File: src/rtl/ysyx_25040129_lsu.sv
// Memory-access stage: one instruction in flight, issues a single request/response
// bus transaction for loads and stores, and hands the extended result to WBU.
`ifndef REGS_DIG
`define REGS_DIG 5
`endif
`ifndef CSR_DIG
`define CSR_DIG 12
`endif

module ysyx_25040129_lsu (
    input  logic                 clk,
    input  logic                 rst,
    input  logic                 is_req_valid_from_exu,
    output logic                 is_req_ready_to_exu,
    input  logic [31:0]          result_in_lsu,
    input  logic [31:0]          lsu_write_data_in_lsu,
    input  logic [2:0]           lsu_read_in_lsu,
    input  logic [1:0]           lsu_write_in_lsu,
    input  logic [`REGS_DIG-1:0] rd_in_lsu,
    input  logic                 reg_write_in_lsu,
    input  logic                 csr_write_in_lsu,
    input  logic [`CSR_DIG-1:0]  csr_write_addr_in_lsu,
    input  logic                 ecall_in_lsu,
    input  logic                 mret_in_lsu,
    input  logic                 fence_i_in_lsu,
    output logic                 mem_req_valid,
    input  logic                 mem_req_ready,
    output logic [31:0]          mem_addr,
    output logic                 mem_wen,
    output logic [31:0]          mem_wdata,
    output logic [3:0]           mem_wstrb,
    input  logic                 mem_resp_valid,
    input  logic [31:0]          mem_rdata,
    output logic                 mem_resp_ready,
    output logic                 is_req_valid_to_wbu,
    input  logic                 is_req_ready_from_wbu,
    output logic [31:0]          result_out_lsu,
    output logic [`REGS_DIG-1:0] rd_out_lsu,
    output logic                 reg_write_out_lsu,
    output logic                 csr_write_out_lsu,
    output logic [`CSR_DIG-1:0]  csr_write_addr_out_lsu,
    output logic                 ecall_out_lsu,
    output logic                 mret_out_lsu,
    output logic                 fence_i_out_lsu
);
    typedef enum logic [1:0] {S_IDLE, S_REQ, S_WAIT, S_DONE} state_t;

    state_t      state;
    logic [2:0]  load_q;
    logic [1:0]  off_q;
    logic        accept;
    logic        is_store;
    logic        is_load;
    logic [1:0]  off_in;
    logic [3:0]  strb_next;
    logic [31:0] wdata_next;
    logic [31:0] raw;
    logic [31:0] load_ext;

    assign is_req_ready_to_exu = (state == S_IDLE) && !rst;
    assign accept   = is_req_valid_from_exu && is_req_ready_to_exu;
    // A store takes precedence; load codes 6 and 7 behave like "no load".
    assign is_store = (lsu_write_in_lsu != 2'd0);
    assign is_load  = !is_store && (lsu_read_in_lsu >= 3'd1) && (lsu_read_in_lsu <= 3'd5);
    assign off_in   = result_in_lsu[1:0];

    always_comb begin
        strb_next  = 4'b0000;
        wdata_next = 32'd0;
        case (lsu_write_in_lsu)
            2'd1:    strb_next = 4'b0001 << off_in;
            2'd2:    strb_next = 4'b0011 << off_in;
            2'd3:    strb_next = 4'b1111;
            default: strb_next = 4'b0000;
        endcase
        if (is_store)
            wdata_next = lsu_write_data_in_lsu << {off_in, 3'b000};
    end

    always_comb begin
        raw      = mem_rdata >> {off_q, 3'b000};
        load_ext = raw;
        case (load_q)
            3'd1:    load_ext = {{24{raw[7]}}, raw[7:0]};
            3'd2:    load_ext = {{16{raw[15]}}, raw[15:0]};
            3'd4:    load_ext = {24'd0, raw[7:0]};
            3'd5:    load_ext = {16'd0, raw[15:0]};
            default: load_ext = raw;
        endcase
    end

    always_ff @(posedge clk) begin
        if (rst) begin
            state                  <= S_IDLE;
            load_q                 <= 3'd0;
            off_q                  <= 2'd0;
            mem_req_valid          <= 1'b0;
            mem_addr               <= 32'd0;
            mem_wen                <= 1'b0;
            mem_wdata              <= 32'd0;
            mem_wstrb              <= 4'd0;
            mem_resp_ready         <= 1'b0;
            is_req_valid_to_wbu    <= 1'b0;
            result_out_lsu         <= 32'd0;
            rd_out_lsu             <= '0;
            reg_write_out_lsu      <= 1'b0;
            csr_write_out_lsu      <= 1'b0;
            csr_write_addr_out_lsu <= '0;
            ecall_out_lsu          <= 1'b0;
            mret_out_lsu           <= 1'b0;
            fence_i_out_lsu        <= 1'b0;
        end else begin
            case (state)
                S_IDLE: begin
                    if (accept) begin
                        load_q                 <= is_load ? lsu_read_in_lsu : 3'd0;
                        off_q                  <= off_in;
                        mem_addr               <= {result_in_lsu[31:2], 2'b00};
                        mem_wen                <= is_store;
                        mem_wdata              <= wdata_next;
                        mem_wstrb              <= strb_next;
                        result_out_lsu         <= result_in_lsu;
                        rd_out_lsu             <= rd_in_lsu;
                        reg_write_out_lsu      <= reg_write_in_lsu;
                        csr_write_out_lsu      <= csr_write_in_lsu;
                        csr_write_addr_out_lsu <= csr_write_addr_in_lsu;
                        ecall_out_lsu          <= ecall_in_lsu;
                        mret_out_lsu           <= mret_in_lsu;
                        fence_i_out_lsu        <= fence_i_in_lsu;
                        if (is_store || is_load) begin
                            state         <= S_REQ;
                            mem_req_valid <= 1'b1;
                        end else begin
                            state               <= S_DONE;
                            is_req_valid_to_wbu <= 1'b1;
                        end
                    end
                end
                S_REQ: begin
                    if (mem_req_ready) begin
                        state          <= S_WAIT;
                        mem_req_valid  <= 1'b0;
                        mem_resp_ready <= 1'b1;
                    end
                end
                S_WAIT: begin
                    if (mem_resp_valid) begin
                        if (load_q != 3'd0)
                            result_out_lsu <= load_ext;
                        state               <= S_DONE;
                        mem_resp_ready      <= 1'b0;
                        is_req_valid_to_wbu <= 1'b1;
                    end
                end
                S_DONE: begin
                    if (is_req_ready_from_wbu) begin
                        state               <= S_IDLE;
                        is_req_valid_to_wbu <= 1'b0;
                    end
                end
                default: state <= S_IDLE;
            endcase
        end
    end
endmodule

File: config.mk
export PLATFORM = sky130hd
export DESIGN_NAME = ysyx_25040129_lsu
export DESIGN_NICKNAME = d
export VERILOG_FILES = /design/src/rtl/ysyx_25040129_lsu.sv
export SDC_FILE = /design/constraint.sdc
export NUM_CORES = 1
export LEC_CHECK = 0
export ABC_AREA = 1
export BUFFER_PORTS_ARGS = -buffer_cell sky130_fd_sc_hd__buf_2
export CAP_MARGIN = 20
export CORE_ASPECT_RATIO = 0.7
export CORE_MARGIN = 5
export CORE_UTILIZATION = 45
export CTS_BUF_LIST = sky130_fd_sc_hd__clkbuf_4
export DETAILED_ROUTE_END_ITERATION = 8
export HOLD_SLACK_MARGIN = 0.05
export PLACE_DENSITY_LB_ADDON = 0.3
export SLEW_MARGIN = 20
export SYNTH_ARGS = -nofsm -noshare
export SYNTH_HDL_FRONTEND = slang
export SYNTH_SLANG_ARGS = --single-unit
File: constraint.sdc
create_clock -name clk -period 2.3 [get_ports clk]
set_input_delay 0.46 -clock clk [delete_from_list [all_inputs] [get_ports clk]]
set_output_delay 0.46 -clock clk [all_outputs]
set_load 0.01 [all_outputs]
==> impl_metrics.env <==
export IMPL_grtUsageMet3_pct=9.56
export IMPL_fin_crit_sh_pct=92.5
export IMPL_path_buf_inv=3
export IMPL_syn_to_final_growth_pct=26.1
export IMPL_gp_congestion=0.883
export IMPL_arrival_ns=1.67
export IMPL_crit_chain="inv_1, ha_2, inv_1, nor2_1, buf_2"
export IMPL_max_clock_freq_mhz=470
export IMPL_synthFlopType="dfxtp_1"
export IMPL_nNetsFinal=1349
export IMPL_finalClockSkew_ns=0.0245
export IMPL_yosysMostFrequentCell="nand2_1"
export IMPL_report_final_slew_viol_count=0
export IMPL_ys_seq_elements=131
export IMPL_io_pins=256
export IMPL_ant_nets=0
export IMPL_min_path_type="input port to register"
export IMPL_final_hold_violation_count=0
export IMPL_cts_root_buf="clkbuf_4"
export IMPL_design_area_sq_um=8140
export IMPL_crit_family="flip-flops"
export IMPL_path_clk_slew_ns=0.13
export IMPL_ys_types=30
export IMPL_worstPathRequired_ns=1.84
export IMPL_synth_edf_count=0
export IMPL_ys_top_cells_by_area="dfxtp_1 (41%), nand2_1 (19%), nand3_1 (11%)"
export IMPL_drive_gt1_share_pct=26.1
export IMPL_grt_pass1_vias=6496
export IMPL_ys_warn_count=0
export IMPL_setup_slack_ns=0.173
export IMPL_status="finished clean"
export IMPL_num_rows=36
export IMPL_core_sq_um=14000
export IMPL_cts_tree="yes"
export IMPL_viasPerCell=5.09
export IMPL_cpMaxStageDelayCell="dfxtp_1"
export IMPL_max_cap_violations=0
export IMPL_use_met1_pct=33.1
export IMPL_grt_overflow_total=0
export IMPL_seq_area_frac_synth_pct=40.6
export IMPL_wl_mm=21.2
export IMPL_fin_crit_ns=2.13
export IMPL_postPlaceCellArea_sq_um=7820
export IMPL_drc=0
export IMPL_netlist_area_sq_um=6450
export IMPL_dieArea_sq_um=16900
export IMPL_syn_mean_instance_area_sq_um=6.54
export IMPL_die_height_um=110
export IMPL_ys_top_cells_by_count="nand2_1 (321), nand3_1 (147), dfxtp_1 (131), a21oi_1 (80), o21ai_0 (75)"
export IMPL_worst_ir_drop_vdd_mv=0.449
export IMPL_crit_top_cell="inv_1"
export IMPL_busiest_layer="met2"
export IMPL_cp_end_kind="output pin"
export IMPL_start_kind="register"
export IMPL_grtUsageMet2_pct=36.4
export IMPL_post_drt_wl_per_cell_um=15.0
export IMPL_fin_tns_setup_ns=0
export IMPL_antenna_found_initial=4
export IMPL_postSynth_asyncResetShare_pct=0
export IMPL_rsz0062_at_grt="no"
export IMPL_power_density_nw_per_um2=937
export IMPL_maxSlewHeadroom_pct=40.9
export IMPL_worstSetupPathType="register to output pin"
export IMPL_grtUsageTotal_pct=24.3
export IMPL_grt_max_degree=91
export IMPL_hpwlAfterDp_mm=15.7
export IMPL_syn_inst=987
export IMPL_yosysTopAreaCellShare_pct=40.6
export IMPL_worst_pin_slew_ns=0.887
export IMPL_cp_slowest_stage_delay_ns=0.37
export IMPL_dieWidth_um=153
export IMPL_port_buffers=253
export IMPL_num_vias=7203
export IMPL_drtIter0Drc=680
export IMPL_p_leak_nw=4.34
export IMPL_clockBufferDepth=2
export IMPL_worstPathMaxFanout=5
export IMPL_dp_slack_ns=0.353
export IMPL_insertion_delay_ns=0.55
export IMPL_h_tree_depth=4
export IMPL_drt_pass1_iter_count=5
export IMPL_numCtsBuffers=17
export IMPL_cts_sinks=131
export IMPL_setup_viol=0
export IMPL_synth_area_leader_cell="dfxtp_1"
export IMPL_start_util_pct=46.1
export IMPL_grt_pass1_wl_mm=33.0
worst reg2reg max path, cell delays in order, from the launching register on:
cell	delay, ns
dfxtp_1	0.41
inv_1	0.11
ha_1	0.22
buf_4	0.18
nand3_1	0.14
nand3_4	0.14
inv_2	0.21
buf_12	0.20
o21ai_0	0.10
a21oi_1	0.17
repair_timing:
action	4_1_cts	5_1_grt
resized for setup	0	1
buffers inserted	0	0
hold buffers	0	0
setup endpoints to repair	0	1
per-layer routing:
metal / up-vias / wire, um
met1: 3206 / 9560
met2: 322 / 8990
met4: 4 / 318
met5: - / 24
met3: 30 / 2270
li1: 3641 / -
stage by stage:
stage	total power, mW	std cells	util [%]	hold slack, ns
floorplan	4.88	988	-	0.488
global placement	5.89	1382	55.9	0.442
detailed placement	5.94	1382	55.9	0.454
CTS	7.65	1414	58.0	0.0780
global route	8.16	1415	58.1	0.0734
finish	7.62	1416	58.1	0.0927
final cells by class:
class / count / area [sq um]
Antenna cell: 2 / 5.00
Tap cell: 190 / 238
Multi-Input combinational cell: 715 / 3250
Clock inverter: 15 / 178
Fill cell: 1396 / 5870
Timing Repair Buffer: 273 / 1440
Clock buffer: 17 / 128
Inverter: 73 / 277
Sequential cell: 131 / 2620
path summary, 6_finish.rpt:
check / start / endpoint / slack, ns / cells past startpoint
max reg2reg: state[0] / result_out_lsu[19] / 0.36 / 9
max: state[0] / is_req_ready_to_exu / 0.17 / 5
min reg2reg: mem_addr[6] / mem_addr[6] / 0.47 / 2
min: rd_in_lsu[3] / rd_out_lsu[3] / 0.09 / 3
layout by cell type, fill, tap and decap left out, types with 2 or more instances in the layout:
master     instances
a21oi_1           80
nand3_4            2
diode_2            2
buf_12             2
nand2_2            2
nor2_1            48
o31ai_1            3
inv_2              5
clkinv_2           3
bufinv_16          3
dfxtp_1          131
nand2_1          321
clkinv_1           2
inv_6              4
nor3_1             2
buf_2            253
inv_1             66
clkbuf_4          17
or2_2              2
nand3_1          147
o21ai_0           75
ha_1               8
conb_1             2
clkinv_4           3
o21ai_1           10
buf_4             18
a31oi_1            6
state kept, by name, summed over array words and instances, names as in the netlist, 2 cells and up:
name,count
off_q,2
csr_write_addr_out_lsu,12
mem_addr,30
result_out_lsu,32
rd_out_lsu,5
mem_wstrb,4
mem_wdata,32
load_q,3
state,2
report_power, final:
part / internal [mW] / switching (mW) / leakage [nW]
Combinational: 1.08 / 1.88 / 3.11
Clock: 0.762 / 0.953 / 0.165
Sequential: 2.72 / 0.226 / 1.07
kinds of logic after synthesis:
group | after synthesis | synth area share, %
other | 1 | 0.0581
DFF | 131 | 40.6
adders and majority gates | 9 | 1.75
AOI/OAI and AO/OA | 178 | 14.2
buffers and inverters | 142 | 9.11
and+or+nand+nor | 526 | 34.2
No activity file was read; power rests on OpenSTA's default activity.
